**config.mk**
```make
export PLATFORM = sky130hd
export DESIGN_NAME = regfile_sb_param
export DESIGN_NICKNAME = d
export VERILOG_FILES = /design/src/rtl/regfile_sb_param.sv
export SDC_FILE = /design/constraint.sdc
export NUM_CORES = 2
export LEC_CHECK = 0
export CAP_MARGIN = 20
export CORE_UTILIZATION = 35
export DETAILED_ROUTE_END_ITERATION = 16
export SETUP_SLACK_MARGIN = 0.3
export SYNTH_ARGS = -nofsm -noshare
export SYNTH_HDL_FRONTEND = slang
export SYNTH_SLANG_ARGS = --single-unit
```
**constraint.sdc**
```tcl
create_clock -name CLK -period 3 [get_ports CLK]
set_clock_uncertainty 0.15 [all_clocks]
set_input_delay 0.45 -clock CLK [delete_from_list [all_inputs] [get_ports CLK]]
set_output_delay 0.45 -clock CLK [all_outputs]
set_load 0.05 [all_outputs]
```
**src/rtl/regfile_sb_param.sv**
```systemverilog
// rtl/regfile_sb_param.sv - register file with byte-masked writes, write-to-read bypass and busy scoreboard
module regfile_sb_param #(
   parameter int DW       = 64,
   parameter int NREGS    = 32,
   parameter int AW       = $clog2(NREGS),
   parameter bit ZERO_REG = 1'b1
) (
   input  logic            CLK,
   input  logic            RST_N,
   input  logic            WE,
   input  logic [AW-1:0]   W_ADDR,
   input  logic [DW-1:0]   W_DATA,
   input  logic [DW/8-1:0] W_MASK,
   input  logic [AW-1:0]   R_ADDR1,
   input  logic [AW-1:0]   R_ADDR2,
   output logic [DW-1:0]   OUT1,
   output logic [DW-1:0]   OUT2,
   output logic            BUSY1,
   output logic            BUSY2,
   input  logic            ISSUE_VLD,
   input  logic [AW-1:0]   ISSUE_ADDR,
   input  logic            FLUSH
);
   localparam int NB = DW / 8;

   // Storage is deliberately not reset; valid gates it so reset takes one edge.
   logic [DW-1:0]    mem [NREGS];
   logic [NREGS-1:0] valid;
   logic [NREGS-1:0] busy;
   logic [NREGS-1:0] busy_nxt;
   logic             w_legal;
   logic             issue_legal;
   logic [DW-1:0]    w_old;
   logic [DW-1:0]    w_merged;

   // Address that maps onto real, writable storage (in range and not the zero register).
   function automatic logic is_real(input logic [AW-1:0] a);
      return (32'(a) < NREGS) && !(ZERO_REG && (a == '0));
   endfunction

   // Architectural value of a register: invalid or non-real registers read as zero.
   function automatic logic [DW-1:0] stored(input logic [AW-1:0] a);
      if (is_real(a) && valid[a]) begin
         return mem[a];
      end
      return '0;
   endfunction

   // Post-edge value of the write target: masked bytes from W_DATA, the rest from the stored value.
   always_comb begin
      w_legal     = WE && is_real(W_ADDR);
      issue_legal = ISSUE_VLD && is_real(ISSUE_ADDR);
      w_old       = stored(W_ADDR);
      w_merged    = w_old;
      for (int i = 0; i < NB; i++) begin
         if (W_MASK[i]) begin
            w_merged[8*i +: 8] = W_DATA[8*i +: 8];
         end
      end
   end

   // Zero-latency reads with writeback bypass; everything reads zero while held in reset.
   always_comb begin
      OUT1  = '0;
      OUT2  = '0;
      BUSY1 = 1'b0;
      BUSY2 = 1'b0;
      if (RST_N) begin
         OUT1  = (w_legal && (W_ADDR == R_ADDR1)) ? w_merged : stored(R_ADDR1);
         OUT2  = (w_legal && (W_ADDR == R_ADDR2)) ? w_merged : stored(R_ADDR2);
         BUSY1 = is_real(R_ADDR1) && busy[R_ADDR1] &&
                 !(w_legal && (W_ADDR == R_ADDR1)) && !FLUSH;
         BUSY2 = is_real(R_ADDR2) && busy[R_ADDR2] &&
                 !(w_legal && (W_ADDR == R_ADDR2)) && !FLUSH;
      end
   end

   // Scoreboard next state: writeback clears, a newer issue re-sets, flush wipes everything.
   always_comb begin
      busy_nxt = busy;
      if (w_legal) begin
         busy_nxt[W_ADDR] = 1'b0;
      end
      if (issue_legal) begin
         busy_nxt[ISSUE_ADDR] = 1'b1;
      end
      if (FLUSH) begin
         busy_nxt = '0;
      end
   end

   // Data array update; only the merged value is ever written.
   always_ff @(posedge CLK) begin
      if (w_legal) begin
         mem[W_ADDR] <= w_merged;
      end
   end

   // Valid and busy bits clear asynchronously so reset empties the file at once.
   always_ff @(posedge CLK or negedge RST_N) begin
      if (!RST_N) begin
         valid <= '0;
         busy  <= '0;
      end else begin
         if (w_legal) begin
            valid[W_ADDR] <= 1'b1;
         end
         busy <= busy_nxt;
      end
   end
endmodule

```
== Word-level counts from Yosys, hierarchy flattened ==
Memory sizes are Yosys's and may differ from the RTL's.
Cells that the tools add are included.
Widths: inputs -> output; s select.

* Register bits: 64
* Memory bits (writable): 2,048
* Output and inout port bits: 130
* Logic and storage cells: 85
* Memories: 1

{| class="wikitable"
|+ Memory list
! memory !! depth !! width !! rd ports !! clocked after memory_dff !! write ports !! line !! RTL
|-
| mem || 32 || 64 || 3 || 0 || 1 || 27 || <nowiki>logic [DW-1:0] mem [NREGS];</nowiki>
|}

* $lt $le $gt $ge: 6
* Eq/ne operators: 2
* Multiplexer cells: 44
* Bitwise gates (word level): 4
* Reduce and logical (&&, ||, !) cells: 26

{| class="wikitable"
|+ Operator list
! kind !! count
|-
| $mux 64 || 10
|-
| $mux 32 || 3
|-
| $mux 8 || 8
|-
| $or 32x32->32 || 2
|-
| $and 32x32->32 || 1
|-
| $not 32->32 || 1
|-
| $bmux 1 s5 || 5
|-
| $lt 5x6->1 const B || 4
|-
| $logic_not 5->1 || 4
|-
| $mux 1 || 16
|-
| $logic_and 1x1->1 || 15
|-
| $demux 1 s5 || 2
|-
| $eq 5x5->1 || 2
|-
| $ge 5x1->1 const B || 2
|-
| $logic_not 1->1 || 7
|}

== Logic depth before layout (Yosys ltp) ==
* Depth in word-level cells: 10
* Gate-level depth with buffers: 11
* Mapped depth without buffers: 6

== Worst setup path before layout ==
Ideal clock, no wire load.

* Path kind: input-to-reg
* Start point: in W_ADDR[0]
* End point: reg valid[27]
* Data arrival time: 6.359 ns
* Required time: 2.758 ns
* Setup slack: -3.601 ns
* Cell stages on the path: 8
* Buffers on the path: 5
* Cell sequence: buf_6 buf_6 buf_6 buf_6 buf_2 nand3_1 nor3_1 or2_2

* Word-level cells in the longest chain between the ends: 5
* Elaborated cells on any way between the ends: 9

{| class="wikitable"
|+ Ends and longest elaborated chain
! item !! line !! RTL
|-
| start, declared || 11 || <nowiki>input logic [AW-1:0] W_ADDR,</nowiki>
|-
| $lt 5x6->1 (not written as such) or $ge 5x1->1 (tied branches) || 106 || <nowiki>valid[W_ADDR] <= 1'b1;</nowiki>
|-
| $logic_and 1x1->1 (not written as such) || 106 ||
|-
| $mux 1 (not written as such) || 106 ||
|-
| $demux 1 s5 || 106 ||
|-
| $or 32x32->32 (no source line) || n/a ||
|-
| end signal, assigned || 102 || <nowiki>valid <= '0;</nowiki>
|-
| end signal, assigned by index || 106 ||
|-
| end, declared || 28 || <nowiki>logic [NREGS-1:0] valid;</nowiki>
|}

Several ways; a longest one is shown, not always the timed one.
A chain may end at the register's enable or synchronous reset.

== Final worst setup path ==
* Start point: reg valid[1]
* End point: out OUT2[27]

* Word-level cells in the longest chain between the ends: 8
* Elaborated cells on any way between the ends: 14

{| class="wikitable"
|+ Ends and longest elaborated chain
! item !! line !! RTL
|-
| $bmux 1 s5 || 43 || <nowiki>if (is_real(a) && valid[a]) begin</nowiki>
|-
| $mux 1 (not written as such) || 43 ||
|-
| $logic_and 1x1->1 || 43 ||
|-
| $mux 1 || 43 ||
|-
| $mux 1 or $mux 64 (tied branches) || 68, 46 ||
|-
| $mux 64 or $mux 8 (tied branches) || 46, 56 ||
|-
| $mux 64 (*) || 70 || <nowiki>OUT2 = (w_legal && (W_ADDR == R_ADDR2)) ? w_merged : stored(R_ADDR2);</nowiki>
|-
| $mux 64 (*) || 68 || <nowiki>if (RST_N) begin</nowiki>
|-
| end, declared || 17 || <nowiki>output logic [DW-1:0] OUT2,</nowiki>
|}

Every way passes the cells marked *; elsewhere a longest branch is shown, timed or not. The select of a mux whose other input is x is not followed.

==> impl_metrics.tcl <==
set metrics [dict create \
    yosys-top-cells-area "edfxtp_1 (52%), mux2i_1 (16%), mux4_2 (11%)" \
    overflow 0 \
    clockBufferDepth 4 \
    synthArstFlopShare_pct 3.03 \
    area_growth_pct 30.6 \
    cts_tree "yes" \
    hold_violations 0 \
    multi_input_area_sq_um 52900 \
    p_int_mw 57.0 \
    first_pass_iters 8 \
    grt_max_degree 68 \
    p_sw_mw 21.9 \
    die_h_um 582 \
    p_sw_share_pct 27.7 \
    fp.coreArea_sq_um 334000 \
    syn-mean-instance-area_sq_um 14.6 \
    rsz0062_at_grt "true" \
    synth_cell_types 74 \
    crit_required_ps 2400 \
    fin_ws_ps -1050 \
    vdd_drop_max_mv 0.518 \
    critical_path_class "reg2out" \
    slew-limit-headroom_pct 30.8 \
    fin_crit_ps 4050 \
    path_max_fanout 9 \
    utilization_pct 46.0 \
    fillCellCount 28924 \
    clkSlewWorstSetupHoldPaths_ps 60 \
    clock_sink_count 2112 \
    dpl.hpwl_um 386000 \
    cts_root_buffer "clkbuf_16" \
    ys.flop_type "edfxtp_1" \
    place_area_sq_um 143000 \
    vias 93655 \
    grt_pass1_vias 91455 \
    drv_slew 0 \
    cp-start-kind "flop" \
    violations "setup timing" \
    yosys_warnings 0 \
    track_usage_pct 32.0 \
    grt_pass1_wl_um 760000 \
    status "finished with violations" \
    hp-class "in2reg" \
    design_area_sq_um 154000 \
    p_leak_nw 55.9 \
    numCtsBuffers 236 \
    clk_latency_ps 970 \
    start_util_pct 35.3 \
    maxCapViolCount 0 \
    final.period_utilization_pct 135 \
    synth.largest_area_cell "edfxtp_1" \
    syn_inst 8049 \
    rows 212 \
    max_freq_mhz 247 \
    post_drt_wl_per_cell_um 40.1 \
    clkPwrFrac_pct 38.8 \
    worstPathArrival_ps 3450 \
    synth_edf_count 2048 \
    drc 0 \
    ant_nets 0 \
    synth_top_area_share_pct 52.2 \
    layout_commonest_cell "edfxtp_1" \
    synth_seq_cells 2112 \
    final_cell_mix "edfxtp_1 (2048), mux2i_1 (1921), buf_4 (897)" \
    gp_congestion 0.981 \
    drt-initial-drc-count 14778 \
    p_per_area_nw_per_um2 513 \
    combinationalPowerShare_pct 18.5 \
    wirelength_um 562000 \
    worst_pin_slew_ps 1040 \
    io_pins 227 \
    drive_gt1_share_pct 31.9 \
    portBuffers 226 \
    htreeDepth 4 \
    die_w_um 582 \
    antenna_found_initial 16 \
    syn_area_sq_um 118000 \
    avgViaCountPerCell 6.69 \
    setup_viol 130 \
    worstSetupEndpointType "primary output" \
    synth-seq-area-share_pct 53.6 \
    seq_power_share_pct 42.7 \
    die-area_sq_um 339000 \
    seqCellArea_sq_um 63100 \
    nets 9509 \
]
[power groups by stage]
stage	clock network (mW)	registers (mW)	logic, mW
after detailed placement	0	34.3	13.0
after global routing	31.7	33.7	14.9
final	30.6	33.7	14.6
after global placement	0	34.3	12.9
after CTS	30.7	33.7	13.8
after floorplan	0	34.3	6.28
[routing by layer]
metal	up-vias	GRT usage, %	part of all wire [%]
met5	-	0	0.0059
met4	6	17.1	6.2
met3	1565	8.86	13
li1	36394	-	-
met1	48272	43.5	39
met2	7418	46.4	42
[critical path: stages, from the launching register on]
cell and delay (ps):
dfrtp_1 380, mux2_2 320, a22oi_2 200, nand4_1 120, or2_4 320, buf_12 200, buf_4 170, a32oi_4 300
buf_6 200, o22ai_4 80, clkbuf_16 180
[final cells by class]
class | instances | share of cell area [%]
Sequential cell | 2112 | 41.0
Multi-Input combinational cell | 5159 | 34.4
Timing Repair Buffer | 1813 | 15.6
Clock buffer | 264 | 3.93
Tap cell | 4387 | 3.57
Clock inverter | 173 | 1.24
Inverter | 90 | 0.298
Antenna cell | 4 | 0.00650
[what timing repair did]
action | in CTS | in global routing
hold buffers | 1 | 0
gates resized for setup | 298 | 106
pin swaps | 57 | 32
hold endpoints to repair | 64 | 0
cloned | 6 | 6
setup endpoints to repair | 2033 | 2007
setup buffers | 22 | 28
[synthesized netlist by cell type, types with 4 or more instances]
cell type / n
o21ai_0: 237
and2_1: 5
a31oi_1: 44
or2_2: 13
edfxtp_1: 2048
o22a_1: 47
and4b_1: 4
o22ai_1: 137
dfrtp_1: 64
nand2_1: 198
nor2b_1: 14
and4bb_2: 5
mux2_2: 43
o211ai_1: 89
buf_8: 7
mux2i_1: 1921
buf_6: 98
mux2_1: 4
nor2_1: 140
a21oi_1: 273
buf_2: 189
a221oi_1: 127
a32oi_2: 60
nor3_1: 15
inv_1: 88
a32oi_1: 5
nand2b_1: 28
mux4_2: 588
or3_1: 4
o221ai_1: 203
xor2_1: 7
nand4_1: 132
a22oi_1: 666
nand3_1: 15
buf_1: 67
a2bb2oi_1: 11
clkbuf_1: 284
buf_4: 104
a211oi_1: 5
nor3b_1: 7
[kinds of logic (layout without fill, tap and decap cells)]
group / count (synthesis) / after routing / synth area share [%]
AOI/OAI and AO/OA: 1925 / 1925 / 11.9
muxes: 2557 / 2557 / 28.0
xor gates and xnor gates: 10 / 10 / 0.0743
and+or+nand+nor: 603 / 603 / 2.56
buffers and inverters: 841 / 2340 / 3.91
other: 1 / 68 / 0.00318
DFF: 2112 / 2112 / 53.6
[worst paths after layout]
| kind | endpoint | start | cells after the start | slack (ps) |
|---|---|---|---|---|
| setup / recovery | OUT2[27] | valid[1] | 10 | -1050 |
| hold / removal | busy[17] | ISSUE_ADDR[1] | 4 | 130 |
| setup reg to reg | mem[28][27] | valid[1] | 10 | 10 |
| hold reg to reg | valid[0] | valid[0] | 1 | 340 |
| max in group asynchronous | busy[12] | RST_N | 3 | 1800 |
| min in group asynchronous | valid[21] | RST_N | 3 | 280 |
[through the flow]
step | TNS, ps | setup WS, ps | power [mW] | hold WS (ps) | instances
2_1_floorplan | -413620 | -448 | 40.5 | 4.41 | 8112
3_3_place_gp | -1854170 | -1350 | 47.2 | 314 | 13498
3_5_place_dp | -1841390 | -1300 | 47.3 | 321 | 13498
4_1_cts | -119940 | -1020 | 78.2 | 83.9 | 13964
5_1_grt | -126570 | -1080 | 80.3 | 156 | 13999
6_report | -117930 | -1050 | 78.9 | 126 | 14002
[sequential cells by signal, indices dropped and copies added (netlist names)]
signal and flops:
valid 32, mem 2048, busy 32
(Power assumes the default switching activity.)
